$ cat src/rtl/imem_boot_ctrl_pkg.sv
// Shared definitions for the instruction-memory boot sequencer and the CPU top.
package imem_boot_ctrl_pkg;

    localparam int DEF_ABITS = 32;
    localparam int DEF_DBITS = 32;

    typedef enum logic [1:0] {
        ST_IDLE = 2'd0,
        ST_LOAD = 2'd1,
        ST_HOLD = 2'd2,
        ST_RUN  = 2'd3
    } boot_state_e;

endpackage

$ cat src/rtl/boot_down_counter.sv
// Loadable down counter with zero flag; times how long the CPU stays in reset after a load.
module boot_down_counter #(
    parameter int W = 2
) (
    input  logic         clk,
    input  logic         reset,
    input  logic         load,
    input  logic [W-1:0] load_val,
    input  logic         dec,
    output logic         zero
);

    logic [W-1:0] count_r;

    // Load wins over decrement; decrement stops at zero
    always_ff @(posedge clk or posedge reset) begin
        if (reset) begin
            count_r <= {W{1'b0}};
        end else if (load) begin
            count_r <= load_val;
        end else if (dec && (count_r != {W{1'b0}})) begin
            count_r <= count_r - W'(1);
        end else begin
            count_r <= count_r;
        end
    end

    assign zero = (count_r == {W{1'b0}});

endmodule

$ cat src/rtl/imem_boot_ctrl.sv
// Boot/reload sequencer: holds the CPU in reset, streams a program into
// instruction memory, then releases the CPU after a fixed hold time.
module imem_boot_ctrl
    import imem_boot_ctrl_pkg::*;
#(
    parameter int ABITS     = DEF_ABITS,
    parameter int DBITS     = DEF_DBITS,
    parameter int MAX_WORDS = 1024,
    parameter int LW        = 11,
    parameter int RST_HOLD  = 4
) (
    input  logic             clk,
    input  logic             reset,
    input  logic             start,
    input  logic [LW-1:0]    len,
    input  logic             s_valid,
    output logic             s_ready,
    input  logic [DBITS-1:0] s_data,
    output logic             imem_sel,
    output logic             imem_en,
    output logic             imem_we,
    output logic [ABITS-1:0] imem_addr,
    output logic [DBITS-1:0] imem_din,
    output logic             cpu_reset,
    output logic             busy,
    output logic             done,
    output logic             err
);

    // Hold counter must represent RST_HOLD-1
    localparam int          HW        = (RST_HOLD > 1) ? $clog2(RST_HOLD) : 1;
    localparam logic [HW-1:0] HOLD_INIT = HW'(RST_HOLD - 1);
    localparam logic [LW-1:0] MAX_LEN   = LW'(MAX_WORDS);

    boot_state_e      state_r;
    boot_state_e      state_nxt_s;
    logic [LW-1:0]    len_r;
    logic [LW-1:0]    cnt_r;
    logic             err_r;

    logic             len_ok_s;
    logic             accept_s;
    logic             reject_s;
    logic             xfer_s;
    logic             hold_load_s;
    logic             hold_dec_s;
    logic             hold_zero_s;
    logic             ready_s;
    logic             ldr_sel_s;
    logic             cpu_rst_s;
    logic             busy_s;
    logic             done_s;
    logic             ldr_en_s;
    logic             ldr_we_s;
    logic [ABITS-1:0] ldr_addr_s;
    logic [DBITS-1:0] ldr_din_s;

    assign len_ok_s = (len != {LW{1'b0}}) && (len <= MAX_LEN);

    // State register
    always_ff @(posedge clk or posedge reset) begin
        if (reset) begin
            state_r <= ST_IDLE;
        end else begin
            state_r <= state_nxt_s;
        end
    end

    // Next-state and state-decoded controls
    always_comb begin
        state_nxt_s = state_r;
        accept_s    = 1'b0;
        reject_s    = 1'b0;
        xfer_s      = 1'b0;
        hold_load_s = 1'b0;
        hold_dec_s  = 1'b0;
        ready_s     = 1'b0;
        ldr_sel_s   = 1'b1;
        cpu_rst_s   = 1'b1;
        busy_s      = 1'b0;
        done_s      = 1'b0;
        case (state_r)
            ST_IDLE: begin
                if (start) begin
                    if (len_ok_s) begin
                        accept_s    = 1'b1;
                        state_nxt_s = ST_LOAD;
                    end else begin
                        reject_s    = 1'b1;
                        state_nxt_s = ST_IDLE;
                    end
                end else begin
                    state_nxt_s = ST_IDLE;
                end
            end
            ST_LOAD: begin
                ready_s = 1'b1;
                busy_s  = 1'b1;
                xfer_s  = s_valid;
                if (s_valid && (cnt_r == (len_r - LW'(1)))) begin
                    hold_load_s = 1'b1;
                    state_nxt_s = ST_HOLD;
                end else begin
                    state_nxt_s = ST_LOAD;
                end
            end
            ST_HOLD: begin
                busy_s = 1'b1;
                if (hold_zero_s) begin
                    state_nxt_s = ST_RUN;
                end else begin
                    hold_dec_s  = 1'b1;
                    state_nxt_s = ST_HOLD;
                end
            end
            ST_RUN: begin
                done_s    = 1'b1;
                cpu_rst_s = 1'b0;
                ldr_sel_s = 1'b0;
                // An invalid reload request leaves the running CPU untouched
                if (start) begin
                    if (len_ok_s) begin
                        accept_s    = 1'b1;
                        state_nxt_s = ST_LOAD;
                    end else begin
                        reject_s    = 1'b1;
                        state_nxt_s = ST_RUN;
                    end
                end else begin
                    state_nxt_s = ST_RUN;
                end
            end
            default: begin
                state_nxt_s = ST_IDLE;
            end
        endcase
    end

    // Latched length and word counter; bounded by len_r so it never wraps
    always_ff @(posedge clk or posedge reset) begin
        if (reset) begin
            len_r <= {LW{1'b0}};
            cnt_r <= {LW{1'b0}};
        end else if (accept_s) begin
            len_r <= len;
            cnt_r <= {LW{1'b0}};
        end else if (xfer_s) begin
            len_r <= len_r;
            cnt_r <= cnt_r + LW'(1);
        end else begin
            len_r <= len_r;
            cnt_r <= cnt_r;
        end
    end

    // Rejected-start flag, a one-cycle pulse
    always_ff @(posedge clk or posedge reset) begin
        if (reset) begin
            err_r <= 1'b0;
        end else begin
            err_r <= reject_s;
        end
    end

    boot_down_counter #(
        .W (HW)
    ) u_hold_cnt (
        .clk      (clk),
        .reset    (reset),
        .load     (hold_load_s),
        .load_val (HOLD_INIT),
        .dec      (hold_dec_s),
        .zero     (hold_zero_s)
    );

    assign ldr_en_s   = xfer_s;
    assign ldr_we_s   = xfer_s;
    assign ldr_addr_s = xfer_s ? ABITS'(cnt_r) : {ABITS{1'b0}};
    assign ldr_din_s  = xfer_s ? s_data : {DBITS{1'b0}};

    // Loader side of the imem port mux; the fetch path takes over when imem_sel=0
    assign imem_sel  = ldr_sel_s;
    assign imem_en   = ldr_sel_s ? ldr_en_s   : 1'b0;
    assign imem_we   = ldr_sel_s ? ldr_we_s   : 1'b0;
    assign imem_addr = ldr_sel_s ? ldr_addr_s : {ABITS{1'b0}};
    assign imem_din  = ldr_sel_s ? ldr_din_s  : {DBITS{1'b0}};

    assign s_ready   = ready_s;
    assign cpu_reset = cpu_rst_s | reset;
    assign busy      = busy_s;
    assign done      = done_s;
    assign err       = err_r;

endmodule

$ cat config.mk
export PLATFORM = sky130hd
export DESIGN_NAME = imem_boot_ctrl
export DESIGN_NICKNAME = d
export VERILOG_FILES = /design/src/rtl/imem_boot_ctrl_pkg.sv /design/src/rtl/boot_down_counter.sv /design/src/rtl/imem_boot_ctrl.sv
export SDC_FILE = /design/constraint.sdc
export NUM_CORES = 1
export LEC_CHECK = 0
export CORE_ASPECT_RATIO = 0.9
export CORE_MARGIN = 2
export CORE_UTILIZATION = 40
export CTS_BUF_LIST = sky130_fd_sc_hd__clkbuf_16
export CTS_CLUSTER_SIZE = 40
export DETAILED_ROUTE_END_ITERATION = 10
export GPL_TIMING_DRIVEN = 0
export HOLD_SLACK_MARGIN = 0.02
export PLACE_DENSITY = 0.84
export SLEW_MARGIN = 20
export SYNTH_ARGS = -nofsm -noshare
export SYNTH_HDL_FRONTEND = slang
export SYNTH_SLANG_ARGS = --single-unit
$ cat constraint.sdc
create_clock -name clk -period 4.55 [get_ports clk]
set_input_delay 0.91 -clock clk [delete_from_list [all_inputs] [get_ports clk]]
set_output_delay 0.91 -clock clk [all_outputs]
set_load 0.01 [all_outputs]
==> summary.md <==
| Metric | Value |
|---|---|
| Status | finished, final reports clean |
| Reg2Reg Setup Slack | 2340 ps |
| Least-Margin Pin Slew | 581.2 ps |
| Critical Path Source Type | primary input |
| Levels on crit path | 6 |
| 1st-iter DRT viols | 84 |
| Multiplexer share of the synthesized area | 0.04152 |
| Cts bufs inserted | 3 |
| Simple-gate share of the synthesized area | 0.2965 |
| Yosys cell types | 43 |
| Fin crit share | 0.8665 |
| IO Count | 119 |
| Setup TNS Final | 0 ps |
| Layout cell share with drive strength beyond 1 | 0.1034 |
| Max Clk Rate | 253.6 MHz |
| CP cell instances | clkdlybuf4s50_1 > and2_1 > clkbuf_1 > clkbuf_1 > and3_1 > clkdlybuf4s50_1 |
| Synth top area share | 0.3158 |
| EDFF count, synth | 0 |
| Syn_area_per_cell | 8.358 sq um |
| Post-detail-place hpwl | 4834 microns |
| Count leader, synth | and3_1 |
| Max clock buf depth | 2 |
| CTS Sinks | 27 |
| Max FO, Critical Path | 10 |
| Clock skew | 3.808 ps |
| Worst Path Buf+Inv | 4 |
| Clk root buf | clkbuf_16 |
| Cts repair resizes | 0 |
| Async SR Flop Fraction | 1.000 |
| R2R depth | 9 |
| Post-CTS setup buffers | 0 |
| Slowest cell delay on critical path | 540 ps |
| Chip height | 73.39 microns |
| Worst R2R End | cnt_r[6] |
| Pwr per Cell Area | 384.4 nW/um^2 |
| Area of the multi-input gates | 1269 sq um |
| Largest family of logic cells by synthesized area | simple AND/OR/NAND/NOR gates |
| Max_slew headroom | 0.6119 |
| Antenna Nets Post-Route | 0 |
| Vias in the first global route | 1980 |
| Via count | 2193 |
| Global route total overflow | 0 |
| Fillers | 450 |
| GPL Wtd Cong | 0.8857 |
| Final wirelength | 5965 microns |
| Hold WC Path Type | reg2reg |
| Classification of the worst setup path | in2out |
| Number of H-tree levels | 1 |
| Core Area | 5192 sq um |
| Post-synth top area cell | dfrtp_1 |
| Leakage power | 1.605 nW |
| N_diodes | 0 |
| Adder-Cell Fraction of Synth Area | 0.04561 |
| Post-Syn Area | 2140 sq um |
| Top FF cell, synth | dfrtp_1 |
| Reg area | 675.6 sq um |
| Yosys warnings | 0 |
| Antenna violations before repair | 0 |
| Largest net degree at the start of global routing | 29 |
| Post-synth top cells | and3_1, dfrtp_1, buf_4 |
| Post-synthesis xor/xnor area fraction | 0.09415 |
| Cts hold-fix bufs | 0 |
| Critical Path RT | 3640 ps |
| Final setup violation count | 0 |
| WL/cell | 13.43 microns |
| Post-layout net count | 432 |
| MaxCap Viol Count | 0 |
| Worst path top cell family by delay | buffers and inverters |
| Post-synthesis compound-gate area fraction | 0.07836 |
| Synth top area cells | dfrtp_1, and3_1, buf_4 |
| Initial core utilization | 0.4120 |
| Clk slew on worst S/H paths | 70 ps |
| Final hold vios | 0 |
| DRC violations left | 0 |
| Worst Path Arrival | 3030 ps |
| Seq cells post-synth | 27 |
| Worst VDD drop | 0.3409 mV |
| Sequential share of the synthesized area | 0.3158 |
| Vias per cell | 4.939 |
| Final Max Slew Viols | 0 |
| Area grow syn2layout | 56.49% |
| CP max stage cell | clkdlybuf4s50_1 |
| Die X-Extent | 81.09 microns |
| Power Total | 1.287 mW |
| FP Rows | 25 |
| Worst setup path end | imem_addr[7] |
| CTS tree | done |
| IO Port Bufs | 97 |
| GR Util All Layers | 0.1901 |
| Pre-antenna DRT Iters | 4 |
| Critical Path End Type | output pin |
| DIE AREA | 5951 sq um |
| Critical Path Source | s_valid |
| RSZ-0062 raised after global routing | false |
| Tmin final | 3943 ps |
| Syn Inst Count | 256 |
| First-pass GRT wire length | 8942 microns |
| Reg2reg start | state_r[1] |
| Worst skew pair latency | 260 ps |
[metrics by stage]
step	cell area [sq um]	utilization	instances	hold WS, ps	worst slack, ps
5_1_grt	3348	0.6448	444	556.9	457.5
3_5_place_dp	3269	0.6296	440	504.6	579.8
6_report	3348	0.6448	444	520.4	607.4
3_3_place_gp	3269	0.6296	440	498.0	608.2
4_1_cts	3348	0.6448	444	524.1	573.9
2_1_floorplan	2215	-	276	479.7	1918
[where the power goes]
| group | total, mW | internal, mW | switching [mW] | leakage (nW) |
|---|---|---|---|---|
| clock | 0.197 | 0.118 | 0.0794 | 0.0423 |
| sequential | 0.407 | 0.312 | 0.0950 | 0.339 |
| combinational | 0.683 | 0.367 | 0.317 | 1.22 |
| total | 1.29 | 0.796 | 0.491 | 1.61 |
[cell type report]
cell class,count,share of cell area
multi-input cells,200,0.3789
repair buffers,97,0.2900
flip-flops and latches,27,0.2018
plain buffers,37,0.06726
well taps,67,0.02504
clock buffers,3,0.02242
inverters,12,0.01345
clock inverters,1,0.001121
[tightest hold or removal path, delay by kind of cell, from the launching register on]
kind	cells	cell delay, ps
flip-flops	1	370
XOR/XNOR	1	80
AND/OR/NAND/NOR	1	50
[flip-flops by register name, indices dropped and copies added (netlist names)]
| signal | cells |
|---|---|
| cnt_r | 11 |
| len_r | 11 |
| state_r | 2 |
| u_hold_cnt.count_r | 2 |
| err | 1 |
[cells in the final DEF (no fill, tap or decap), types with 12 or more instances in the layout]
master           netlist  layout
and3_1                45      45
buf_4                 22      22
clkbuf_1              12      12
clkdlybuf4s50_1        0      97
conb_1                 1      21
dfrtp_1               27      27
inv_1                 12      12
nand2_1               19      19
nor2_1                19      19
xor2_1                13      13
[per-layer routing]
metal / GRT usage / up-vias / wire length (microns)
met5: 0 / - / 0
met4: 0.05838 / 0 / 82
met3: 0.04545 / 9 / 514
met2: 0.3416 / 93 / 3020
met1: 0.2235 / 1009 / 2349
li1: - / 1082 / -
[worst min path at each step]
stage | startpoint | endpoint | slack (ps) | depth (start not counted)
after floorplan | u_hold_cnt.count_r[0] | u_hold_cnt.count_r[0] | 480 | 2
after global placement | u_hold_cnt.count_r[0] | u_hold_cnt.count_r[0] | 500 | 2
after detailed placement | u_hold_cnt.count_r[0] | u_hold_cnt.count_r[0] | 500 | 2
after CTS | u_hold_cnt.count_r[0] | u_hold_cnt.count_r[0] | 520 | 2
after global routing | u_hold_cnt.count_r[0] | u_hold_cnt.count_r[0] | 560 | 2
final | u_hold_cnt.count_r[0] | u_hold_cnt.count_r[0] | 520 | 2
[cells by family (layout without fill, tap and decap cells)]
family | after synthesis | count (layout)
fa+ha+maj | 8 | 8
compound gates | 26 | 26
simple gates | 114 | 114
mux | 8 | 8
flops | 27 | 27
other cells | 1 | 21
xor+xnor | 23 | 23
buf+inv | 49 | 150
No activity file was read; power rests on OpenSTA's default activity.
